## src/rtl/fpu_issuer.sv

```systemverilog
`default_nettype none
// +--------------------------------------------------------------------------+
// | fpu_issuer: single-outstanding command issuer for a fixed-latency FPU.   |
// | Optional result classification enabled by FPU_ISSUE_STATUS_EN.          |
// | Revision: 1.0                                                            |
// +--------------------------------------------------------------------------+
module fpu_issuer #(
  parameter int ADD_LAT = 3,
  parameter int SUB_LAT = 3,
  parameter int MUL_LAT = 3,
  parameter int DIV_LAT = 8
) (
  input  logic        clk,
  input  logic        rst_n,
  input  logic        cmd_valid,
  output logic        cmd_ready,
  input  logic [31:0] cmd_a,
  input  logic [31:0] cmd_b,
  input  logic [1:0]  cmd_op,
  output logic [31:0] fpu_a,
  output logic [31:0] fpu_b,
  output logic [1:0]  fpu_opcode,
  input  logic [31:0] fpu_result,
  output logic        res_valid,
  input  logic        res_ready,
  output logic [31:0] res_data,
  output logic [1:0]  res_op,
  output logic [2:0]  res_status,
  output logic        busy,
  output logic [15:0] op_count
);

  generate
    if (ADD_LAT < 1 || ADD_LAT > 255 || SUB_LAT < 1 || SUB_LAT > 255 ||
        MUL_LAT < 1 || MUL_LAT > 255 || DIV_LAT < 1 || DIV_LAT > 255) begin : g_lat_range_error
      $error("fpu_issuer: every *_LAT parameter must lie in 1..255");
    end
  endgenerate

  typedef enum logic [1:0] {
    IDLE = 2'd0,
    WAIT = 2'd1,
    RESP = 2'd2
  } state_t;

  state_t     state;
  logic [7:0] cnt;

  // Counter is preloaded with LAT-1 so the capture lands exactly LAT edges after launch.
  function automatic logic [7:0] lat_m1(input logic [1:0] op);
    case (op)
      2'b00:   return 8'(ADD_LAT - 1);
      2'b01:   return 8'(SUB_LAT - 1);
      2'b10:   return 8'(MUL_LAT - 1);
      default: return 8'(DIV_LAT - 1);
    endcase
  endfunction

`ifdef FPU_ISSUE_STATUS_EN
  function automatic logic [2:0] classify(input logic [31:0] d);
    logic exp_ones;
    logic exp_zero;
    logic mant_zero;
    exp_ones  = (d[30:23] == 8'hFF);
    exp_zero  = (d[30:23] == 8'h00);
    mant_zero = (d[22:0] == 23'd0);
    return {exp_ones && !mant_zero, exp_ones && mant_zero, exp_zero && mant_zero};
  endfunction
`else
  assign res_status = 3'b000;
`endif

  always_ff @(posedge clk or negedge rst_n) begin
    if (!rst_n) begin
      state      <= IDLE;
      cnt        <= 8'd0;
      cmd_ready  <= 1'b0;
      res_valid  <= 1'b0;
      busy       <= 1'b0;
      fpu_a      <= 32'd0;
      fpu_b      <= 32'd0;
      fpu_opcode <= 2'b00;
      res_data   <= 32'd0;
      res_op     <= 2'b00;
      op_count   <= 16'd0;
`ifdef FPU_ISSUE_STATUS_EN
      res_status <= 3'b000;
`endif
    end else begin
      case (state)
        IDLE: begin
          cmd_ready <= 1'b1;
          if (cmd_valid && cmd_ready) begin
            fpu_a      <= cmd_a;
            fpu_b      <= cmd_b;
            fpu_opcode <= cmd_op;
            res_op     <= cmd_op;
            cnt        <= lat_m1(cmd_op);
            cmd_ready  <= 1'b0;
            busy       <= 1'b1;
            state      <= WAIT;
          end
        end
        WAIT: begin
          if (cnt != 8'd0) begin
            cnt <= cnt - 8'd1;
          end else begin
            res_data  <= fpu_result;
`ifdef FPU_ISSUE_STATUS_EN
            res_status <= classify(fpu_result);
`endif
            res_valid <= 1'b1;
            state     <= RESP;
          end
        end
        RESP: begin
          if (res_ready) begin
            res_valid <= 1'b0;
            busy      <= 1'b0;
            cmd_ready <= 1'b1;
            op_count  <= op_count + 16'd1;
            state     <= IDLE;
          end
        end
        default: state <= IDLE;
      endcase
    end
  end

endmodule
`default_nettype wire

```

## config.mk

```make
export PLATFORM = sky130hd
export DESIGN_NAME = fpu_issuer
export DESIGN_NICKNAME = d
export VERILOG_FILES = /design/src/rtl/fpu_issuer.sv
export SDC_FILE = /design/constraint.sdc
export NUM_CORES = 1
export LEC_CHECK = 0
export ABC_AREA = 1
export ABC_CLOCK_PERIOD_IN_PS = 2200
export CORE_UTILIZATION = 46
export DETAILED_ROUTE_END_ITERATION = 8
export PLACE_DENSITY = 0.87
export SLEW_MARGIN = 20
export SYNTH_ARGS = -nofsm -noshare
export SYNTH_HDL_FRONTEND = slang
export SYNTH_SLANG_ARGS = --single-unit
```

## constraint.sdc

```tcl
create_clock -name clk -period 2.2 [get_ports clk]
set_input_delay 0.66 -clock clk [delete_from_list [all_inputs] [get_ports clk]]
set_output_delay 0.66 -clock clk [all_outputs]
set_load 0.005 [all_outputs]
```

**After elaboration in Yosys (flattened, before gate mapping)**

Index checks and enable logic that the tools add are counted.

- Register bits: 127
- Output and inout port bits: 122
- Logic and storage cells: 53
- Input port bits: 102

- Multiplexer cells: 16
- Bitwise gates (word level): 1
- Add/subtract/negate cells: 2
- Reductions and logical operators: 16
- Equality and inequality tests: 8

Operators by type and width:

| cell | number |
|---|---|
| 16-bit by 1-bit adder with 16-bit output, second input constant | 1 |
| 8-bit 2-to-1 mux | 2 |
| 8-bit case mux with 2 select lines | 1 |
| 3-bit AND reduction | 4 |
| 2-bit != test, second input constant | 4 |
| 2-bit AND reduction | 4 |
| 8-bit nonzero test | 1 |
| 8-bit by 1-bit subtractor with 8-bit output, second input constant | 1 |
| 2-bit 2-to-1 mux | 3 |
| 1-bit case mux with 2 select lines | 3 |
| 2-bit case mux with 3 select lines | 1 |
| 2-bit nonzero test | 3 |
| 1-bit 2-to-1 mux | 5 |
| 2-bit by 1-bit equality test with 1-bit output, second input constant | 2 |
| 2-bit equality test, second input constant | 2 |
| 2-bit logical NOT | 2 |
| 3-bit 2-to-1 mux | 1 |
| 3-bit OR reduction | 1 |
| 1-bit logical AND | 1 |
| 1-bit inverter | 1 |

**Longest topological paths before layout**

- Depth after elaboration: 5
- Gate-level depth with buffers: 9
- Gate-level depth less buffers: 9

**Worst setup path after synthesis**

Ideal clock, no wire load.

- Path type: input port to flip-flop
- Start: input cmd_valid
- End: register fpu_a[19]
- Arrival: 1.345 ns
- Stages: 4
- Setup time: 0.125 ns
- Path buffers: 2
- Setup slack: 0.730 ns
- Data required time: 2.075 ns
- Cells stage by stage: nand3_2 > buf_6 > buf_6 > mux2_4

- Longest elaborated chain between the ends: 2

RTL lines:

| item | RTL line | RTL |
|---|---|---|
| from (decl) | 15 | `input logic cmd_valid,` |
| 1-bit logical AND | 93 | `if (cmd_valid && cmd_ready) begin` |
| 2-bit AND reduction (no line) | -- |  |
| to (signal assigned) | 94 | `fpu_a <= cmd_a;` |
| to (decl) | 20 | `output logic [31:0] fpu_a,` |

Every way passes these cells.
A chain may end at the register's enable or synchronous reset.

**Worst setup path in the final report**

- Start: register op_count[2]
- End: output op_count[2]

RTL lines:

| item | RTL line | RTL |
|---|---|---|
| from (decl) | 30 | `output logic [15:0] op_count` |
| from (signal assigned) | 121 | `op_count <= op_count + 16'd1;` |

No word-level cell between the ends.

==> flow_metrics.env <==
export IMPL_via_per_inst=4.95
export IMPL_slowest_stage="clkdlybuf4s50_1"
export IMPL_insertion_delay_ns=0.41
export IMPL_reg2regPathDepth=9
export IMPL_ir_drop_mv=0.826
export IMPL_timing_rr_end="cnt[2]"
export IMPL_critical_path_cell_chain="clkdlybuf4s50_1"
export IMPL_die_w_um=110
export IMPL_clk_path_buf_depth=2
export IMPL_cts_buffers=17
export IMPL_cp_max_fo=7
export IMPL_grt_max_degree=128
export IMPL_port_buffers=220
export IMPL_clkSinkCount=127
export IMPL_antenna_found_initial=0
export IMPL_grt_pass1_wl_mm=23.8
export IMPL_core_area_sq_um=11400
export IMPL_cap_violations=0
export IMPL_setup_slack_ns=0.0754
export IMPL_vias=4368
export IMPL_avgSynthCellArea_sq_um=10.8
export IMPL_cp_top_family="buffers and inverters"
export IMPL_hold_class="in2async"
export IMPL_ys_types=24
export IMPL_yosysWarnings=0
export IMPL_power_density_nw_per_um2=1360
export IMPL_maxSlewHeadroom_pct=53.6
export IMPL_nNetsFinal=833
export IMPL_grt_pass1_vias=4579
export IMPL_die_h_um=110
export IMPL_postCtsHoldBufs=0
export IMPL_end_kind="output port"
export IMPL_fmax_ghz=0.471
export IMPL_rsz0062_at_grt="no"
export IMPL_rows=39
export IMPL_drtIter0Drc=243
export IMPL_finalCritPeriodShare_pct=96.6
export IMPL_cp_required_ns=1.54
export IMPL_track_usage_pct=24.9
export IMPL_report_final_slew_viol_count=0
export IMPL_syn_area_sq_um=5410
export IMPL_worstSetupStartpointType="register"
export IMPL_cts_setup_buffers=0
export IMPL_ctsResizeCount=0
export IMPL_synth_seq_cells=127
export IMPL_dieArea_sq_um=12200
export IMPL_initial_core_util_pct=47.4
export IMPL_crit_buf_inv=1
export IMPL_place_ws_ns=0.199
export IMPL_grt_overflow_total=0
export IMPL_wl_mm=14.6
export IMPL_leakage_nw=3.86
export IMPL_skew_ns=0.00711
export IMPL_drtAntennaViolNets=0
export IMPL_drt_wirelength_per_cell_um=16.5
export IMPL_timing_setup_tns_ns=0
export IMPL_synthToLayoutAreaGrowth_pct=53.3
export IMPL_cts_root_buffer="clkbuf_16"
export IMPL_place_congestion=0.842
export IMPL_first_pass_iters=5
export IMPL_setup_viol=0
export IMPL_hold_viol=0
export IMPL_run_status="complete, no violations"
export IMPL_critPathMaxStageDelay_ns=0.57
export IMPL_synthCells=499
export IMPL_dp_hpwl_mm=10.5
export IMPL_ioPinCount=224
export IMPL_synth_seq_area_share_pct=58.7
export IMPL_cts_max_level=4
export IMPL_path_clk_slew_ns=0.06
export IMPL_drive_gt1_share_pct=14.9
export IMPL_num_antenna_cells=0
export IMPL_fin_crit_ns=2.12
export IMPL_r2r_start="cnt[0]"
export IMPL_cp_arrival_ns=1.46
export IMPL_criticalPathCategory="reg2out"
export IMPL_ff2ff_setup_slack_ns=0.50
export IMPL_drcViolationCount=0
export IMPL_cts_tree="done"
export IMPL_worstMarginPinSlew_ns=0.697
-- area by class of cell --
class	instances	area, sq um
Multi-Input combinational cell	295	1900
Sequential cell	127	3180
Clock buffer	23	458
Fill cell	796	3120
Timing Repair Buffer	227	2310
Clock inverter	8	42.5
Tap cell	143	179
Inverter	60	225
-- flip-flops by register name, indices dropped and copies added (netlist names) --
register,count
res_valid,1
busy,1
state,2
res_data,32
res_op,2
op_count,16
cmd_ready,1
cnt,8
fpu_a,32
fpu_b,32
-- through the flow --
stage               cell area (sq um)  util (%)  cells  total power [mW]  hold slack, ns
finish                           8300      72.7    883              11.2           0.334
detailed placement               7800      68.3    852              8.87           0.472
CTS                              8300      72.7    883              11.3           0.387
global route                     8300      72.7    883              11.9           0.409
floorplan                        5420         -    501              6.03           0.364
global placement                 7800      68.3    852              8.59           0.466
-- layer usage --
| layer | track usage [%] | share of wire [%] | up-vias |
|---|---|---|---|
| met3 | 6.31 | 5.4 | 31 |
| met1 | 28.8 | 39 | 2119 |
| met5 | 0 | 0 | - |
| li1 | - | - | 2050 |
| met4 | 10.7 | 2.7 | 0 |
| met2 | 43.8 | 53 | 168 |
-- kinds of logic (layout without fill, tap and decap cells) --
group	after synthesis	after routing	share of synthesized area (%)
other	1	3	0.0693
xor gates and xnor gates	10	10	1.62
DFF	127	127	58.7
adders and majority gates	3	3	0.694
AOI/OAI and AO/OA	51	51	4.72
buffers and inverters	79	318	6.47
muxes	66	66	15.0
and+or+nand+nor	162	162	12.7
-- worst max path at each step --
stage / slack [ns] / cells past startpoint / from / endpoint
final: 0.08 / 1 / op_count[2] / op_count[2]
after global routing: 0.02 / 1 / op_count[2] / op_count[2]
after CTS: 0.07 / 1 / op_count[2] / op_count[2]
after detailed placement: 0.20 / 4 / cmd_valid / fpu_a[16]
after global placement: 0.21 / 6 / cmd_valid / cnt[0]
after floorplan: 0.73 / 4 / cmd_valid / fpu_a[19]
-- where the power goes --
group	internal, mW	total [mW]	leakage, nW	switching [mW]
Clock	1.44	2.40	0.250	0.958
Sequential	3.42	4.11	1.54	0.693
Combinational	2.96	4.73	2.07	1.77
-- placed cells by master (no fill, tap or decap) --
| cell | count |
|---|---|
| clkdlybuf4s50_1 | 219 |
| dfrtp_1 | 127 |
| nand2_1 | 107 |
| inv_1 | 58 |
| mux2_2 | 48 |
| o21ai_0 | 40 |
| nor2_1 | 28 |
| mux2_4 | 18 |
| clkbuf_16 | 17 |
| nand3_1 | 11 |
| o21ai_1 | 8 |
| xor2_1 | 7 |
| clkinv_2 | 7 |
| nand4_1 | 6 |
| clkbuf_1 | 5 |
| buf_12 | 5 |
| nor2_4 | 3 |
| nand3_2 | 3 |
| xnor2_1 | 3 |
| a21oi_1 | 3 |
| ha_1 | 3 |
| conb_1 | 3 |
| buf_4 | 3 |
| inv_2 | 2 |
| nor3_1 | 2 |
| nor2_2 | 1 |
| nand3_4 | 1 |
| clkinvlp_4 | 1 |
| clkbuf_8 | 1 |
-- synthesized netlist by cell type --
cell type,instances,area (sq um)
inv_2,2,7.51
a21oi_1,3,15.0
nor2_2,1,6.26
nor2_4,3,33.8
xnor2_1,3,26.3
xor2_1,7,61.3
buf_2,7,35.0
buf_4,6,45.0
nand3_2,4,40.0
nand4_1,6,37.5
inv_1,58,218
nand2_1,107,402
dfrtp_1,127,3180
ha_1,3,37.5
nor3_1,2,10.0
nor2_1,28,105
conb_1,1,3.75
o21ai_1,8,40.0
mux2_4,18,270
buf_6,3,33.8
o21ai_0,40,200
clkbuf_1,3,11.3
nand3_1,11,55.1
mux2_2,48,541
(Power assumes the default switching activity.)
